--- src/rtl/morse_round_ctrl_if.sv ---
// Player-facing bundle of the morse round controller: commit/phase pulses and the symbol
// travel in, and the round status travels out.
interface morse_round_ctrl_if #(
    parameter int WIDTH  = 10,
    parameter int ADDR_W = 4
);
    logic              tick;
    logic              next_pulse;
    logic              done_pulse;
    logic [WIDTH-1:0]  symbol_in;
    logic [1:0]        state;
    logic [ADDR_W:0]   wr_ptr;
    logic [ADDR_W:0]   rd_ptr;
    logic [WIDTH-1:0]  stored_symbol;
    logic [ADDR_W:0]   match_cnt;
    logic              overflow;
    logic              game_over;
    logic              win;

    modport master (
        output tick, next_pulse, done_pulse, symbol_in,
        input  state, wr_ptr, rd_ptr, stored_symbol, match_cnt, overflow, game_over, win
    );

    modport slave (
        input  tick, next_pulse, done_pulse, symbol_in,
        output state, wr_ptr, rd_ptr, stored_symbol, match_cnt, overflow, game_over, win
    );
endinterface

--- src/rtl/morse_round_ctrl.sv ---
// Record/challenge controller: player 1 records symbols, player 2 replays them and is scored.
// Define MORSE_TIMEOUT_EN to end the challenge after TIMEOUT_TICKS idle tick pulses.
module morse_round_ctrl #(
    parameter int WIDTH         = 10,
    parameter int DEPTH         = 16,
    parameter int ADDR_W        = 4,
    parameter int TIMEOUT_TICKS = 10
) (
    input logic               clock,
    input logic               resetn,
    morse_round_ctrl_if.slave bus
);
    typedef enum logic [1:0] {
        START     = 2'd0,
        RECORD    = 2'd1,
        CHALLENGE = 2'd2,
        RESULT    = 2'd3
    } state_t;

    localparam logic [ADDR_W:0] FULL = (ADDR_W + 1)'(DEPTH);

    state_t           state_q;
    logic [ADDR_W:0]  wr_ptr_q;
    logic [ADDR_W:0]  rd_ptr_q;
    logic [ADDR_W:0]  match_q;
    logic [WIDTH-1:0] stored_q;
    logic             overflow_q;
    logic             game_over_q;
    logic             win_q;

    logic [WIDTH-1:0] mem [DEPTH];
    logic [WIDTH-1:0] rd_data;
    logic [ADDR_W:0]  match_next;
    logic             hit;
    logic             exhausted;
    logic             timed_out;
    logic             do_write;

    assign rd_data    = mem[rd_ptr_q[ADDR_W-1:0]];
    assign hit        = bus.next_pulse && (bus.symbol_in == rd_data);
    assign match_next = match_q + (ADDR_W + 1)'(hit);
    assign exhausted  = (rd_ptr_q == wr_ptr_q);
    assign do_write   = (state_q == RECORD) && bus.next_pulse && (wr_ptr_q != FULL);

`ifdef MORSE_TIMEOUT_EN
    localparam int               CNT_W      = $clog2(TIMEOUT_TICKS + 1);
    localparam logic [CNT_W-1:0] TICK_LIMIT = CNT_W'(TIMEOUT_TICKS);

    logic [CNT_W-1:0] tick_cnt;

    assign timed_out = (tick_cnt == TICK_LIMIT);

    // Idle-tick counter lives only inside CHALLENGE; any player entry or leaving the phase zeroes it.
    always_ff @(posedge clock or negedge resetn) begin
        if (!resetn) begin
            tick_cnt <= '0;
        end else if (state_q != CHALLENGE || exhausted || timed_out ||
                     bus.done_pulse || bus.next_pulse) begin
            tick_cnt <= '0;
        end else if (bus.tick) begin
            tick_cnt <= tick_cnt + 1'b1;
        end
    end
`else
    localparam int unused_timeout = TIMEOUT_TICKS;
    logic unused_tick;
    assign unused_tick = bus.tick;
    assign timed_out   = 1'b0;
`endif

    // Storage is deliberately not reset so it maps onto plain RAM.
    always_ff @(posedge clock) begin
        if (do_write) begin
            mem[wr_ptr_q[ADDR_W-1:0]] <= bus.symbol_in;
        end
    end

    always_ff @(posedge clock or negedge resetn) begin
        if (!resetn) begin
            state_q     <= START;
            wr_ptr_q    <= '0;
            rd_ptr_q    <= '0;
            match_q     <= '0;
            stored_q    <= '0;
            overflow_q  <= 1'b0;
            game_over_q <= 1'b0;
            win_q       <= 1'b0;
        end else begin
            stored_q <= rd_data;
            case (state_q)
                START: begin
                    game_over_q <= 1'b0;
                    win_q       <= 1'b0;
                    if (bus.done_pulse) begin
                        state_q    <= RECORD;
                        wr_ptr_q   <= '0;
                        rd_ptr_q   <= '0;
                        match_q    <= '0;
                        overflow_q <= 1'b0;
                    end
                end
                RECORD: begin
                    if (bus.next_pulse) begin
                        if (wr_ptr_q == FULL) begin
                            overflow_q <= 1'b1;
                        end else begin
                            wr_ptr_q <= wr_ptr_q + 1'b1;
                        end
                    end
                    // A write on the same edge counts toward the non-empty requirement.
                    if (bus.done_pulse && (wr_ptr_q != '0 || bus.next_pulse)) begin
                        state_q <= CHALLENGE;
                    end
                end
                CHALLENGE: begin
                    if (exhausted || timed_out) begin
                        state_q     <= RESULT;
                        game_over_q <= 1'b1;
                        win_q       <= (match_q == wr_ptr_q);
                    end else begin
                        if (bus.next_pulse) begin
                            rd_ptr_q <= rd_ptr_q + 1'b1;
                            match_q  <= match_next;
                        end
                        if (bus.done_pulse) begin
                            state_q     <= RESULT;
                            game_over_q <= 1'b1;
                            win_q       <= (match_next == wr_ptr_q);
                        end
                    end
                end
                RESULT: begin
                    if (bus.done_pulse) begin
                        state_q     <= START;
                        game_over_q <= 1'b0;
                        win_q       <= 1'b0;
                    end
                end
                default: state_q <= START;
            endcase
        end
    end

    assign bus.state         = state_q;
    assign bus.wr_ptr        = wr_ptr_q;
    assign bus.rd_ptr        = rd_ptr_q;
    assign bus.match_cnt     = match_q;
    assign bus.stored_symbol = stored_q;
    assign bus.overflow      = overflow_q;
    assign bus.game_over     = game_over_q;
    assign bus.win           = win_q;
endmodule
--- src/flat_wrapper.sv ---
// flat-port wrapper written by rule: the top's interface ports become plain ports
module morse_round_ctrl_flat 
#(
    parameter int WIDTH         = 10,
    parameter int DEPTH         = 16,
    parameter int ADDR_W        = 4,
    parameter int TIMEOUT_TICKS = 10
)
  (clock, resetn, bus_tick, bus_next_pulse, bus_done_pulse, bus_symbol_in, bus_state, bus_wr_ptr, bus_rd_ptr, bus_stored_symbol, bus_match_cnt, bus_overflow, bus_game_over, bus_win);
  morse_round_ctrl_if #(.WIDTH(WIDTH), .ADDR_W(ADDR_W)) bus_i ();
  input logic clock;
  input logic resetn;
  input wire logic [$bits(bus_i.tick)-1:0] bus_tick;
  input wire logic [$bits(bus_i.next_pulse)-1:0] bus_next_pulse;
  input wire logic [$bits(bus_i.done_pulse)-1:0] bus_done_pulse;
  input wire logic [$bits(bus_i.symbol_in)-1:0] bus_symbol_in;
  output wire logic [$bits(bus_i.state)-1:0] bus_state;
  output wire logic [$bits(bus_i.wr_ptr)-1:0] bus_wr_ptr;
  output wire logic [$bits(bus_i.rd_ptr)-1:0] bus_rd_ptr;
  output wire logic [$bits(bus_i.stored_symbol)-1:0] bus_stored_symbol;
  output wire logic [$bits(bus_i.match_cnt)-1:0] bus_match_cnt;
  output wire logic [$bits(bus_i.overflow)-1:0] bus_overflow;
  output wire logic [$bits(bus_i.game_over)-1:0] bus_game_over;
  output wire logic [$bits(bus_i.win)-1:0] bus_win;
  assign bus_i.tick = bus_tick;
  assign bus_i.next_pulse = bus_next_pulse;
  assign bus_i.done_pulse = bus_done_pulse;
  assign bus_i.symbol_in = bus_symbol_in;
  assign bus_state = bus_i.state;
  assign bus_wr_ptr = bus_i.wr_ptr;
  assign bus_rd_ptr = bus_i.rd_ptr;
  assign bus_stored_symbol = bus_i.stored_symbol;
  assign bus_match_cnt = bus_i.match_cnt;
  assign bus_overflow = bus_i.overflow;
  assign bus_game_over = bus_i.game_over;
  assign bus_win = bus_i.win;
  morse_round_ctrl #(.WIDTH(WIDTH), .DEPTH(DEPTH), .ADDR_W(ADDR_W), .TIMEOUT_TICKS(TIMEOUT_TICKS)) u_core (.clock(clock), .resetn(resetn), .bus(bus_i));
endmodule
--- config.mk ---
export PLATFORM = sky130hd
export DESIGN_NAME = morse_round_ctrl_flat
export DESIGN_NICKNAME = d
export VERILOG_FILES = /design/src/rtl/morse_round_ctrl_if.sv /design/src/rtl/morse_round_ctrl.sv /design/src/flat_wrapper.sv
export SDC_FILE = /design/constraint.sdc
export NUM_CORES = 1
export LEC_CHECK = 0
export CAP_MARGIN = 20
export CORE_MARGIN = 1.5
export CORE_UTILIZATION = 30
export DETAILED_ROUTE_END_ITERATION = 10
export GPL_TIMING_DRIVEN = 0
export PLACE_DENSITY = 0.52
export SYNTH_ARGS = -nofsm -noshare
export SYNTH_HDL_FRONTEND = slang
export SYNTH_SLANG_ARGS = --single-unit
--- constraint.sdc ---
create_clock -name clock -period 5.7 [get_ports clock]
set_input_delay 0.57 -clock clock [delete_from_list [all_inputs] [get_ports clock]]
set_output_delay 0.57 -clock clock [all_outputs]
set_load 0.05 [all_outputs]
==> Word level (Yosys, flattened, before mapping) <==
Memories as Yosys holds them, arrays and structs flattened.
Index checks and enable logic that the tools add are counted.
W data, S select, Z words.
{ "totals": {"ff_bits": 30, "latchBits": 0, "mem_bits_rw": 160, "rom_bits": 0, "in_bits": 15, "output_inout_bits": 30, "word_cells": 73, "mem_count": 1} }
{ "memory_table": {"columns": ["memory", "depth", "word_bits", "rd", "rd_clocked_by_memory_dff", "wr", "line", "text"], "rows": [
  ["u_core.mem", 16, 10, 1, 0, 1, "morse_round_ctrl.sv:31", "logic [WIDTH-1:0] mem [DEPTH];"]
]} }
{ "op_classes": {"add_sub_neg": 3, "mul": 0, "div": 0, "n_lt_le_gt_ge": 0, "eq_ne": 18, "shift": 0, "muxes": 28, "n_bitwise": 0, "reduce_logical": 15} }
{ "ops": {"columns": ["operator", "n"], "rows": [
  ["$mux W5", 7],
  ["$pmux W5 S2", 3],
  ["$ne A2 B2 Y1 const B", 8],
  ["$reduce_and A4 Y1", 4],
  ["$eq A5 B5 Y1", 3],
  ["$add A5 B1 Y5 const B", 2],
  ["$eq A10 B10 Y1", 1],
  ["$mux W2", 5],
  ["$mux W1", 9],
  ["$pmux W2 S4", 1],
  ["$pmux W1 S3", 2],
  ["$add A5 B1 Y5", 1],
  ["$eq A5 B5 Y1 const B", 1],
  ["$ne A5 B5 Y1 const B", 1],
  ["$reduce_bool A5 Y1", 1],
  ["$eq A2 B2 Y1 const B", 2],
  ["$logic_and A1 B1 Y1", 4],
  ["$reduce_bool A2 Y1", 2],
  ["$ne A3 B2 Y1 const B", 1],
  ["$reduce_and A3 Y1", 1],
  ["$reduce_bool A3 Y1", 1],
  ["$eq A2 B1 Y1 const B", 1],
  ["$logic_not A2 Y1", 1],
  ["$pmux W1 S2", 1],
  ["$logic_or A1 B1 Y1", 1]
]} }

==> Longest topological paths before layout <==
An unclocked memory read counts as a cell.
{ "logic_depth": {"depth_word": 8, "ltp_mapped": 18, "ltp_nobuf": 15} }

==> Worst setup path after synthesis <==
No wires, ideal clock.
{ "synth_timing": {"path_kind": "reg2reg", "from": "register u_core.rd_ptr_q[0], in the netlist u_core.bus.rd_ptr[0]", "to": "register u_core.win_q, in the netlist u_core.bus.win", "setup_time_ps": 130, "t_arrival_ps": 3619, "t_required_ps": 5570, "path_slack_ps": 1951, "stages_incl_launch_ff": 14, "n_path_buf": 1, "synth_period_minus_slack_ps": 3749, "path_cell_list": "dfrtp_1 > buf_2 > mux4_2 > mux4_2 > xor2_1 > nor4_1 > and3_1 > ha_1 > ha_1 > o21ai_1 > a221oi_1 > a21oi_1 > a21oi_1 > o31ai_1"} }
{ "synth_via": {"elab_chain_len": 8, "elab_cells_between_ends": 11, "classes_between": "add/sub: 1; eq/ne: 4; mux: 3; reduce/logical: 2; memory: 1"} }
{ "synth_lines": {"columns": ["item", "line", "text"], "rows": [
  ["start: declaration", "morse_round_ctrl.sv:24", "logic [ADDR_W:0] rd_ptr_q;"],
  ["start signal: assignment", "morse_round_ctrl.sv:122", "rd_ptr_q <= rd_ptr_q + 1'b1;"],
  ["$mem_v2 Z16 W10", null, null],
  ["named net u_core.rd_data[9]", "morse_round_ctrl.sv:32", "logic [WIDTH-1:0] rd_data;"],
  ["$eq A10 B10 Y1", "morse_round_ctrl.sv:40", "assign hit = bus.next_pulse && (bus.symbol_in == rd_data);"],
  ["$logic_and A1 B1 Y1", "morse_round_ctrl.sv:40", null],
  ["$add A5 B1 Y5", "morse_round_ctrl.sv:41", "assign match_next = match_q + (ADDR_W + 1)'(hit);"],
  ["$eq A5 B5 Y1", "morse_round_ctrl.sv:128", "win_q <= (match_next == wr_ptr_q);"],
  ["$mux W1", "morse_round_ctrl.sv:125", "if (bus.done_pulse) begin"],
  ["$mux W1", "morse_round_ctrl.sv:116", "if (exhausted || timed_out) begin"],
  ["$pmux W1 S3", "morse_round_ctrl.sv:90", "case (state_q)"],
  ["end signal: assignment", "morse_round_ctrl.sv:119", "win_q <= (match_q == wr_ptr_q);"],
  ["end signal: assignment", "morse_round_ctrl.sv:128", null],
  ["end: declaration", "morse_round_ctrl.sv:29", "logic win_q;"]
]} }
The timed path passes the listed nets, and every way through them passes these cells. The select of a mux whose other input is x is not followed.
A chain may end at the register's enable or synchronous reset.

==> Worst setup path after layout <==
{ "layout_timing": {"from": "register u_core.rd_ptr_q[2], in the netlist u_core.bus.rd_ptr[2]", "to": "register u_core.win_q, in the netlist u_core.bus.win"} }
Same word-level chain as after synthesis.

==> key figures <==
Global routing
  • GR peak layer: met2
  • Vias in the first global route: ~4.7k
  • Global-route wire length before repair: between 20000 and 30000 um
  • Initial antenna violation count: 1
  • Grt total ovfl: 0
  • Largest net degree at the start of global routing: 31
  • Met3 Usage GRT: 3.11%
  • Gr usage total: between 10% and 20%
  • Grt met2 use: approximately 22%
  • M1 GR Usage: 20.4%

Setup path
  • Max incr delay on CP: between 500 and 600 ps
  • Startpoint Class: flip-flop
  • Cell mode on critical path: a21oi_1
  • CP arrival: between 4000 and 5000 ps
  • Crit Path Max Fanout: 10
  • Setup Crit Path Kind: flip-flop to flip-flop
  • Req. time, crit path: 6020 ps
  • CP endpoint kind: flip-flop
  • Worst-path cell chain: clkbuf_1, buf_2, buf_1, a211oi_1, a21oi_1, xor2_1, nor4_1, and3_1, ha_1, ha_1, o21ai_1, a221oi_1, a21oi_1, a21oi_1, o31ai_1
  • Worst reg-to-reg path cell count: 15
  • Max stage delay cell, worst path: clkbuf_1

CTS
  • CTS hold repair buffers: 0
  • CTS tree: done
  • Worst-skew pair later-pin latency: 450 ps
  • CTS Root Buffer Type: clkbuf_16
  • Inserted Clock Buffers: 17
  • CTS max path bufs: 2
  • # resized after CTS: 0
  • Sink Count: between 150 and 200
  • H-tree depth: 4
  • Worst-path clk slew: roughly 80 ps
  • Setup Fix Bufs, Post-CTS: 0

Place
  • Gpl congestion: roughly 0.8
  • I/O Buffers: 42
  • Hpwl dp: between 10000 and 15000 um

Power
  • Pwr per Cell Area: around 420 mW/mm^2
  • Lkg Pwr: between 3 and 4 nW
  • Clock network fraction of design power: around 28%
  • Net Sw Frac: 34.6%
  • Seq pwr share: ~42%
  • Logic pwr share: between 30% and 40%
  • VDD IR max: 0.239 mV
  • Int Power: 2.61 mW
  • Psw: between 1 and 1.5 mW

Logic synthesis
  • Sequential fraction of the synthesis area: a little under 70%
  • Post-synth ARST share: about 16%
  • Yosys warning total: 0
  • Seq cells post-synth: between 150 and 200
  • Top-area cell type share of the netlist area: 59.6%
  • Mapped Avg Cell Area: 16.2 um^2
  • Synthesized Nets: approximately 530
  • Distinct cells, synth: 45
  • Area contributors post-synth: edfxtp_1 60%, dfrtp_1 9.3%, mux4_2 8.7%, mux2i_1 4.2%, ha_1 1.9%
  • Mapped cell area: about 0.0081 mm^2
  • Post-Syn Instances: about 500
  • Area leader, netlist: edfxtp_1
  • Number of synthesized flops with an enable pin: 160
  • Ys flop type: edfxtp_1

Floorplan
  • Die Width: about 170 um
  • Initial Util: approximately 31%
  • Chip Height: ~170 um
  • Num rows: about 60
  • I/O Pins: between 40 and 50
  • Die area: around 0.028 mm^2
  • CORE AREA: approximately 0.026 mm^2

Route
  • 1st-pass router iterations: 6
  • DRT Wirelength: about 19000 um
  • Vias/cell: a little under 5
  • DR vias: 4509
  • DR DRC count: 0
  • Avg WL per Cell: approximately 21 um
  • DRT iter0 DRCs: around 400
  • Post-DRT Antenna Nets: 0

Layout
  • Area Growth Syn to Fin: 19.2%
  • ANT cells: 0
  • Area occupied by registers: approximately 0.0056 mm^2
  • Footprint of the multi-input gates: approximately 0.0024 mm^2
  • # fillers: between 2k and 2.5k
  • Layout cells sized above 1: ~16%
  • # nets final: about 600

STA
  • Final period util: about 79%
  • Hold_ws: between 200 and 250 ps
  • Final TNS setup: 0 ps
  • Clock Skew: 25.8 ps
  • Transition time at the pin with the least slew margin: around 950 ps
  • Setup Viol. Count Final: 0
  • Slew margin rel.: a little over a third
  • Fmax: between 200 and 250 MHz
  • RSZ-0062 raised after global routing: false
  • Crit path time final: between 4000 and 5000 ps
  • Hold Vio Cnt, Final: 0
  • Final Max Tran Viols: 0

Hold path
  • Worst hold path class: input pin to asynchronous set/reset pin

Flow run
  • Max cap viols: 0

Status
  • Status: completed
==> kinds of logic after synthesis <==
kind of cell,share of synthesized area (%)
xor gates and xnor gates,2.50
buffers and inverters,2.05
DFF,68.9
adders and majority gates,1.86
muxes,13.0
AOI/OAI and AO/OA,5.96
and+or+nand+nor,5.74
==> final timing paths <==
check	start	to	slack [ps]
max reg2reg	u_core.bus.rd_ptr[2]$_DFFE_PN0P_	u_core.bus.win$_DFFE_PN0P_	1220
max	u_core.bus.rd_ptr[2]$_DFFE_PN0P_	u_core.bus.win$_DFFE_PN0P_	1220
min in group clock	u_core.bus.game_over$_DFFE_PN0P_	u_core.bus.game_over$_DFFE_PN0P_	490
min	resetn	u_core.bus.stored_symbol[9]$_DFF_PN0_	220
min reg2reg	u_core.bus.game_over$_DFFE_PN0P_	u_core.bus.game_over$_DFFE_PN0P_	490
max in group asynchronous	resetn	u_core.bus.stored_symbol[5]$_DFF_PN0_	4940
==> sequential cells by signal, summed over array words and instances, names as in the netlist <==
name                      count
u_core.bus.game_over          1
u_core.bus.match_cnt          5
u_core.bus.overflow           1
u_core.bus.rd_ptr             5
u_core.bus.state              2
u_core.bus.stored_symbol     10
u_core.bus.win                1
u_core.bus.wr_ptr             5
u_core.mem                  160
==> worst max-delay path: cells and delay by family, from the launching register on <==
| kind | cells | cell delay [ps] |
|---|---|---|
| AO/OA/AOI/OAI | 7 | 1230 |
| XOR/XNOR | 1 | 120 |
| adder cells (fa/ha/maj) | 2 | 410 |
| buffers and inverters | 3 | 1500 |
| flip-flops | 1 | 360 |
| AND/OR/NAND/NOR | 2 | 740 |
==> per-layer routing <==
metal	wire length, um	vias up
met5	0	-
li1	-	2057
met1	9290	2317
met3	885	18
met4	263	0
met2	8940	117
==> power by group through the flow <==
stage	clock (mW)	sequential, mW	combinational (mW)
after floorplan	0	1.90	0.601
after global placement	0	1.69	1.19
after detailed placement	0	1.69	1.21
after CTS	1.16	1.66	1.22
after global routing	1.22	1.67	1.29
final	1.13	1.66	1.20
==> cells in the mapped netlist (2+ instances only) <==
cell       instances
and3_1             2
o31ai_1            2
o21ai_0            3
mux4_2            31
buf_1              2
xnor2_1           10
nor3_1             8
nand4_1            2
a22o_1             3
nand2_1           35
o21ai_1           13
a2bb2oi_1          2
buf_2              9
inv_1              8
nor3b_1            2
o21bai_1           4
ha_1              12
xor2_1            13
dfrtp_1           30
clkbuf_1          15
a21oi_1           13
a21o_1             6
nor2b_1            7
mux2i_1           34
o211ai_1           3
a211oi_1           4
edfxtp_1         160
buf_4              2
nand3_1            9
nand2b_1           7
a22oi_1           12
nor4_1             2
nor2_1            21
==> cell usage in the layout (no fill, tap or decap), types with 3 or more instances in the layout <==
| cell | n |
|---|---|
| edfxtp_1 | 160 |
| clkdlybuf4s50_1 | 41 |
| nand2_1 | 35 |
| mux2i_1 | 34 |
| mux4_2 | 31 |
| dfrtp_1 | 30 |
| nor2_1 | 17 |
| clkbuf_16 | 17 |
| clkbuf_1 | 16 |
| xor2_1 | 13 |
| a21oi_1 | 13 |
| o21ai_1 | 13 |
| buf_6 | 12 |
| a22oi_1 | 12 |
| ha_1 | 12 |
| buf_2 | 10 |
| xnor2_1 | 10 |
| nand3_1 | 9 |
| inv_1 | 8 |
| nor2b_1 | 7 |
| nand2b_1 | 7 |
| a21o_1 | 6 |
| nor3_1 | 5 |
| a211oi_1 | 4 |
| nor2_2 | 4 |
| o21bai_1 | 4 |
| inv_6 | 4 |
| buf_4 | 3 |
| o211ai_1 | 3 |
| nor3_2 | 3 |
| o21ai_0 | 3 |
| a22o_1 | 3 |
| clkinvlp_4 | 3 |
| inv_8 | 3 |
==> through the flow <==
stage	power (mW)	worst slack (ps)	util (%)	instances	cell area (um^2)
final	3.99	1220	36.7	919	9610
after global routing	4.18	793	36.7	919	9610
after CTS	4.03	1140	36.7	919	9610
after detailed placement	2.90	1170	34.6	887	9060
after global placement	2.88	1200	34.0	875	8900
after floorplan	2.50	1950	-	498	8070
==> final cells by class <==
class,count,area share [%]
inverter,8,0.312
clock buffer,18,4.46
sequential,190,57.8
clock inverter,14,1.34
tap,335,4.36
buffer,29,1.41
multi-input combinational,271,24.6
timing repair buffer,54,5.69
No activity file was read; power rests on OpenSTA's default activity.
